<file path="config.mk">
export PLATFORM = sky130hd
export DESIGN_NAME = display_capture
export DESIGN_NICKNAME = d
export VERILOG_FILES = /design/src/rtl/display_capture.sv
export SDC_FILE = /design/constraint.sdc
export NUM_CORES = 1
export LEC_CHECK = 0
export BUFFER_PORTS_ARGS = -buffer_cell sky130_fd_sc_hd__buf_2
export CAP_MARGIN = 20
export CORE_ASPECT_RATIO = 0.5
export CORE_MARGIN = 4
export CORE_UTILIZATION = 60
export CTS_BUF_LIST = sky130_fd_sc_hd__clkbuf_8
export CTS_CLUSTER_DIAMETER = 80
export DETAILED_ROUTE_END_ITERATION = 10
export PLACE_DENSITY_LB_ADDON = 0.3
export SETUP_SLACK_MARGIN = 0.15
export SYNTH_ARGS = -nofsm -noshare
export SYNTH_HDL_FRONTEND = slang
export SYNTH_SLANG_ARGS = --single-unit
export TNS_END_PERCENT = 50
</file>
<file path="constraint.sdc">
create_clock -name i_Clock -period 3.1 [get_ports i_Clock]
set_input_delay 0.31 -clock i_Clock [delete_from_list [all_inputs] [get_ports i_Clock]]
set_output_delay 0.31 -clock i_Clock [all_outputs]
set_load 0.02 [all_outputs]
</file>
<file path="src/rtl/display_capture.sv">
// Readback of a multiplexed seven-segment panel: rebuilds four BCD digits
// and the colon dot from the segment/digit-select waveform.
//
// Ports:
//   i_Clock        system clock, rising edge
//   i_Reset        asynchronous active-high reset
//   i_Segments     panel segment bus, bit0..6 = a..g, bit7 = dp
//   i_Digits       panel digit selects, bit0 = Dig1 .. bit3 = Dig4
//   i_Clear_Error  synchronous clear of o_Error
//   o_Data_Dig1..4 decoded digit: 0-9, 4'hF blank, 4'hE invalid
//   o_Dot          dp captured on Dig2
//   o_Frame_Valid  one-cycle pulse when outputs were refreshed
//   o_Error        sticky: an invalid pattern was accepted
module display_capture #(
  parameter int STABLE_CYCLES  = 16,
  parameter bit SEG_ACTIVE_LOW = 1'b1,
  parameter bit DIG_ACTIVE_LOW = 1'b1
) (
  input  logic       i_Clock,
  input  logic       i_Reset,
  input  logic [7:0] i_Segments,
  input  logic [3:0] i_Digits,
  input  logic       i_Clear_Error,
  output logic [3:0] o_Data_Dig1,
  output logic [3:0] o_Data_Dig2,
  output logic [3:0] o_Data_Dig3,
  output logic [3:0] o_Data_Dig4,
  output logic       o_Dot,
  output logic       o_Frame_Valid,
  output logic       o_Error
);

  localparam int CW = (STABLE_CYCLES > 2) ? $clog2(STABLE_CYCLES) : 1;
  localparam logic [CW-1:0] CNT_MAX = CW'(STABLE_CYCLES - 1);

  // Two-flop synchronizers for the asynchronous panel bus.
  logic [7:0] seg_s1;
  logic [7:0] seg_s2;
  logic [3:0] dig_s1;
  logic [3:0] dig_s2;

  always_ff @(posedge i_Clock or posedge i_Reset) begin
    if (i_Reset) begin
      seg_s1 <= '0;
      seg_s2 <= '0;
      dig_s1 <= '0;
      dig_s2 <= '0;
    end else begin
      seg_s1 <= i_Segments;
      seg_s2 <= seg_s1;
      dig_s1 <= i_Digits;
      dig_s2 <= dig_s1;
    end
  end

  // Normalized, active-high view of the panel.
  logic [7:0] seg_n;
  logic [3:0] dig_n;

  assign seg_n = SEG_ACTIVE_LOW ? ~seg_s2 : seg_s2;
  assign dig_n = DIG_ACTIVE_LOW ? ~dig_s2 : dig_s2;

  // Stability filter state.
  logic [7:0]    prev_seg;
  logic [3:0]    prev_dig;
  logic [CW-1:0] cnt;
  logic          done;

  logic          match;
  logic [CW-1:0] cnt_next;
  logic          accept;

  assign match    = (seg_n == prev_seg) && (dig_n == prev_dig);
  assign cnt_next = (cnt == CNT_MAX) ? cnt : cnt + 1'b1;

  // Fires on the edge where the run reaches STABLE_CYCLES-1 matches,
  // so a pin value lands 2 + STABLE_CYCLES edges after it appears.
  assign accept = match && !done && (cnt_next == CNT_MAX);

  always_ff @(posedge i_Clock or posedge i_Reset) begin
    if (i_Reset) begin
      prev_seg <= '0;
      prev_dig <= '0;
      cnt      <= '0;
      done     <= 1'b0;
    end else begin
      prev_seg <= seg_n;
      prev_dig <= dig_n;
      if (!match) begin
        cnt  <= '0;
        done <= 1'b0;
      end else begin
        cnt <= cnt_next;
        if (accept)
          done <= 1'b1;
      end
    end
  end

  // Digit-select qualification.
  logic       one_hot;
  logic [1:0] idx;

  always_comb begin
    one_hot = 1'b1;
    idx     = 2'd0;
    case (dig_n)
      4'b0001: idx = 2'd0;
      4'b0010: idx = 2'd1;
      4'b0100: idx = 2'd2;
      4'b1000: idx = 2'd3;
      default: one_hot = 1'b0;
    endcase
  end

  // Segment pattern decode, gfedcba active-high.
  logic [3:0] dec;

  always_comb begin
    dec = 4'hE;
    case (seg_n[6:0])
      7'h3F: dec = 4'd0;
      7'h06: dec = 4'd1;
      7'h5B: dec = 4'd2;
      7'h4F: dec = 4'd3;
      7'h66: dec = 4'd4;
      7'h6D: dec = 4'd5;
      7'h7D: dec = 4'd6;
      7'h07: dec = 4'd7;
      7'h7F: dec = 4'd8;
      7'h6F: dec = 4'd9;
      7'h00: dec = 4'hF;
      default: dec = 4'hE;
    endcase
  end

  logic qual;
  logic bad;

  assign qual = accept && one_hot;
  assign bad  = qual && (dec == 4'hE);

  // Shadow capture and frame assembly.
  logic [3:0] shadow [4];
  logic       shadow_dot;
  logic [3:0] mask;
  logic [3:0] data_q [4];
  logic       dot_q;
  logic       fv_q;
  logic       frame_done;

  assign frame_done = (mask == 4'hF);

  always_ff @(posedge i_Clock or posedge i_Reset) begin
    if (i_Reset) begin
      for (int i = 0; i < 4; i++)
        shadow[i] <= 4'hF;
      shadow_dot <= 1'b0;
    end else if (qual) begin
      shadow[idx] <= dec;
      if (idx == 2'd1)
        shadow_dot <= seg_n[7];
    end
  end

  // A frame completing on the same edge as a new accept copies the old
  // shadows; the new digit only seeds the next frame's mask.
  always_ff @(posedge i_Clock or posedge i_Reset) begin
    if (i_Reset) begin
      mask <= '0;
      for (int i = 0; i < 4; i++)
        data_q[i] <= 4'hF;
      dot_q <= 1'b0;
      fv_q  <= 1'b0;
    end else if (frame_done) begin
      for (int i = 0; i < 4; i++)
        data_q[i] <= shadow[i];
      dot_q <= shadow_dot;
      fv_q  <= 1'b1;
      mask  <= qual ? dig_n : 4'b0000;
    end else begin
      fv_q <= 1'b0;
      if (qual)
        mask <= mask | dig_n;
    end
  end

  // Sticky error; a new invalid accept beats a clear.
  logic err_q;

  always_ff @(posedge i_Clock or posedge i_Reset) begin
    if (i_Reset)
      err_q <= 1'b0;
    else if (bad)
      err_q <= 1'b1;
    else if (i_Clear_Error)
      err_q <= 1'b0;
  end

  assign o_Data_Dig1   = data_q[0];
  assign o_Data_Dig2   = data_q[1];
  assign o_Data_Dig3   = data_q[2];
  assign o_Data_Dig4   = data_q[3];
  assign o_Dot         = dot_q;
  assign o_Frame_Valid = fv_q;
  assign o_Error       = err_q;

endmodule
</file>
==> impl_metrics.env <==
export IMPL_status="finished, final reports clean"
export IMPL_rsz0062_at_grt="false"
export IMPL_final_cell_area_um2=3740
export IMPL_via_count=2034
export IMPL_finalHoldViolations=0
export IMPL_start_util_pct=64.60
export IMPL_grt_antenna_before_repair=0
export IMPL_drt_total_wl_mm=5.993
export IMPL_clk_latency_ns=0.35
export IMPL_dieArea_um2=6854
export IMPL_grt_util_all_layers_pct=19.89
export IMPL_drc=0
export IMPL_synth_edf_count=0
export IMPL_hold_buffers=0
export IMPL_min_period_over_period_pct=75.80
export IMPL_yosysSeqAreaShare_pct=62.32
export IMPL_cts_buffers=9
export IMPL_io_buffers=33
export IMPL_worst_setup_path_end_kind="flop"
export IMPL_synth_top_family_by_area="simple AND/OR/NAND/NOR gates"
export IMPL_fillers=351
export IMPL_layout_commonest_cell="nand2_1"
export IMPL_multiInputGateArea_um2=1136
export IMPL_synth_cell_types=48
export IMPL_antennaDiodeCount=0
export IMPL_synth_cells=267
export IMPL_finClkSkew_ns=0.009885
export IMPL_whs_ns=0.06390
export IMPL_utilization_pct=72.83
export IMPL_gp_congestion=0.8075
export IMPL_drtAntennaViolNets=0
export IMPL_cts_buffer_depth=2
export IMPL_synthFlopType="dfrtp_1"
export IMPL_critPathKind="flop to flop"
export IMPL_grt_first_pass_wirelength_mm=10.20
export IMPL_p_per_area_nw_per_um2=519.0
export IMPL_first_global_vias=2023
export IMPL_placed_area_um2=3543
export IMPL_leakage_uw=0.001751
export IMPL_yosysWarnings=0
export IMPL_tritoncts="built"
export IMPL_cts_root_buf="clkbuf_8"
export IMPL_drt_pre_antenna_iters=5
export IMPL_final_cell_mix="nand2_1, dfrtp_1, buf_2, dfstp_2, inv_1"
export IMPL_required_ns=3.37
export IMPL_num_io_pins=34
export IMPL_final_max_slew_viol_count=0
export IMPL_cts_setup_buffers=0
export IMPL_dp_final_hpwl_mm=4.238
export IMPL_synth_adder_area_share_pct=0.3772
export IMPL_drtIter0Drc=187
export IMPL_worstHoldPathType="input port to flop"
export IMPL_async_flop_share_pct=100.0
export IMPL_synth_area_um2=3317
export IMPL_drive_above_1_share_pct=34.09
export IMPL_slew_headroom_pct=44.27
export IMPL_layoutNonFillerInstCount=378
export IMPL_muxShareOfSynthArea_pct=6.186
export IMPL_fin_crit_ns=2.350
export IMPL_cts_sinks=81
export IMPL_area_delta_synth_final_pct=12.75
export IMPL_fmax_mhz=425.6
export IMPL_die_w_um=113.2
export IMPL_cts_max_level=3
export IMPL_startpoint_type="flop"
export IMPL_row_count=18
export IMPL_synth_nets=283
export IMPL_syn_avg_cell_area_um2=12.42
export IMPL_report_final_setup_viol=0
export IMPL_crit_arrival_ns=2.62
export IMPL_drv_cap=0
export IMPL_nNetsFinal=319
export IMPL_grt_overflow_total=0
export IMPL_ys_ff_latch=81
export IMPL_core_area_um2=5135
export IMPL_r2r_slack_ns=0.75
export IMPL_synth_compound_area_share_pct=6.375
export IMPL_tns_ns=0
export IMPL_wl_per_cell_um=15.85
export IMPL_worst_pin_slew_ns=0.8348
export IMPL_cts_clk_slew_worst_paths_ns=0.08
export IMPL_dp_cells=362
export IMPL_path_max_fanout=6
export IMPL_die_h_um=60.58
export IMPL_grt_max_degree=42
export IMPL_seq_area_um2=2067
export IMPL_post_drt_via_cell_ratio=5.381
export IMPL_synthSimpleGateAreaFrac_pct=17.62
export IMPL_cts_resized=0
export IMPL_ir_drop_mv=0.3234
export IMPL_synth_xor_area_share_pct=3.697
[cell usage after synthesis, types with 5 or more instances]
library cell | count | share of area, %
dfrtp_1 | 49 | 37
dfstp_2 | 32 | 25
inv_1 | 15 | 1.7
mux2_1 | 9 | 3.1
mux2_2 | 7 | 2.4
nand2_1 | 61 | 6.9
nand3_1 | 6 | 0.91
nor2_1 | 7 | 0.79
nor3_1 | 5 | 0.75
nor4_4 | 6 | 3.8
xnor2_1 | 14 | 3.7
[routing by layer]
metal / global-route usage, % / up-vias / part of all wire (%)
met4: 3.596 / 0 / 0.20
met2: 28.70 / 50 / 45
li1: - / 974 / -
met1: 28.67 / 1008 / 49
met5: 0 / - / 0
met3: 8.566 / 2 / 5.9
[metrics by stage]
stage,power [µW],setup WS (ns)
2_1_floorplan,1189,0.7629
3_3_place_gp,1213,0.8445
3_5_place_dp,1218,0.7513
4_1_cts,1959,0.7411
5_1_grt,2035,0.6016
6_report,1941,0.7502
[flip-flops by register name, indices dropped and copies added (netlist names)]
| register | cells |
|---|---|
| cnt | 4 |
| dig_s1 | 4 |
| dig_s2 | 4 |
| done | 1 |
| mask | 4 |
| o_Data_Dig1 | 4 |
| o_Data_Dig2 | 4 |
| o_Data_Dig3 | 4 |
| o_Data_Dig4 | 4 |
| o_Dot | 1 |
| o_Error | 1 |
| o_Frame_Valid | 1 |
| prev_dig | 4 |
| prev_seg | 8 |
| seg_s1 | 8 |
| seg_s2 | 8 |
| shadow | 16 |
| shadow_dot | 1 |
[cell type report]
type / count / share of cell area, %
tap: 70 / 2.342
timing repair buffer: 35 / 5.152
multi-input combinational: 160 / 30.38
clock inverter: 7 / 1.940
inverter: 16 / 1.606
clock buffer: 9 / 3.312
sequential: 81 / 55.27
[logic make-up (layout without fill, tap and decap cells)]
kind of cell	count (synthesis)	count (layout)
muxes	18	18
and+or+nand+nor	104	104
adders and majority gates	1	1
DFF	81	81
buffers and inverters	26	67
xor gates and xnor gates	14	14
AOI/OAI and AO/OA	23	23
[worst paths after layout]
kind	startpoint	endpoint	cells after the start
min in group asynchronous	i_Reset	seg_s1[2]	2
max	cnt[0]	shadow[3]	6
min reg2reg	seg_s1[6]	seg_s2[6]	0
min	i_Digits[1]	dig_s1[1]	1
max in group asynchronous	i_Reset	shadow[13]	3
max reg2reg	cnt[0]	shadow[3]	6
[report_power, final]
group | total (µW) | switching [µW] | internal, µW | leakage [µW]
clock network | 743 | 372 | 371 | 0.000101
logic | 91.8 | 58.5 | 33.3 | 0.000720
registers | 1110 | 24.2 | 1080 | 0.000931
total | 1940 | 455 | 1490 | 0.00175
[critical path: stages, from the launching register on]
cell and delay, ns:
dfrtp_1 0.45, ha_1 0.32, xnor2_1 0.15, nor3b_1 0.23, a41oi_2 0.16, nor4_4 0.57
mux2_2 0.39
Note: power is estimated with default switching activity, not from simulation.
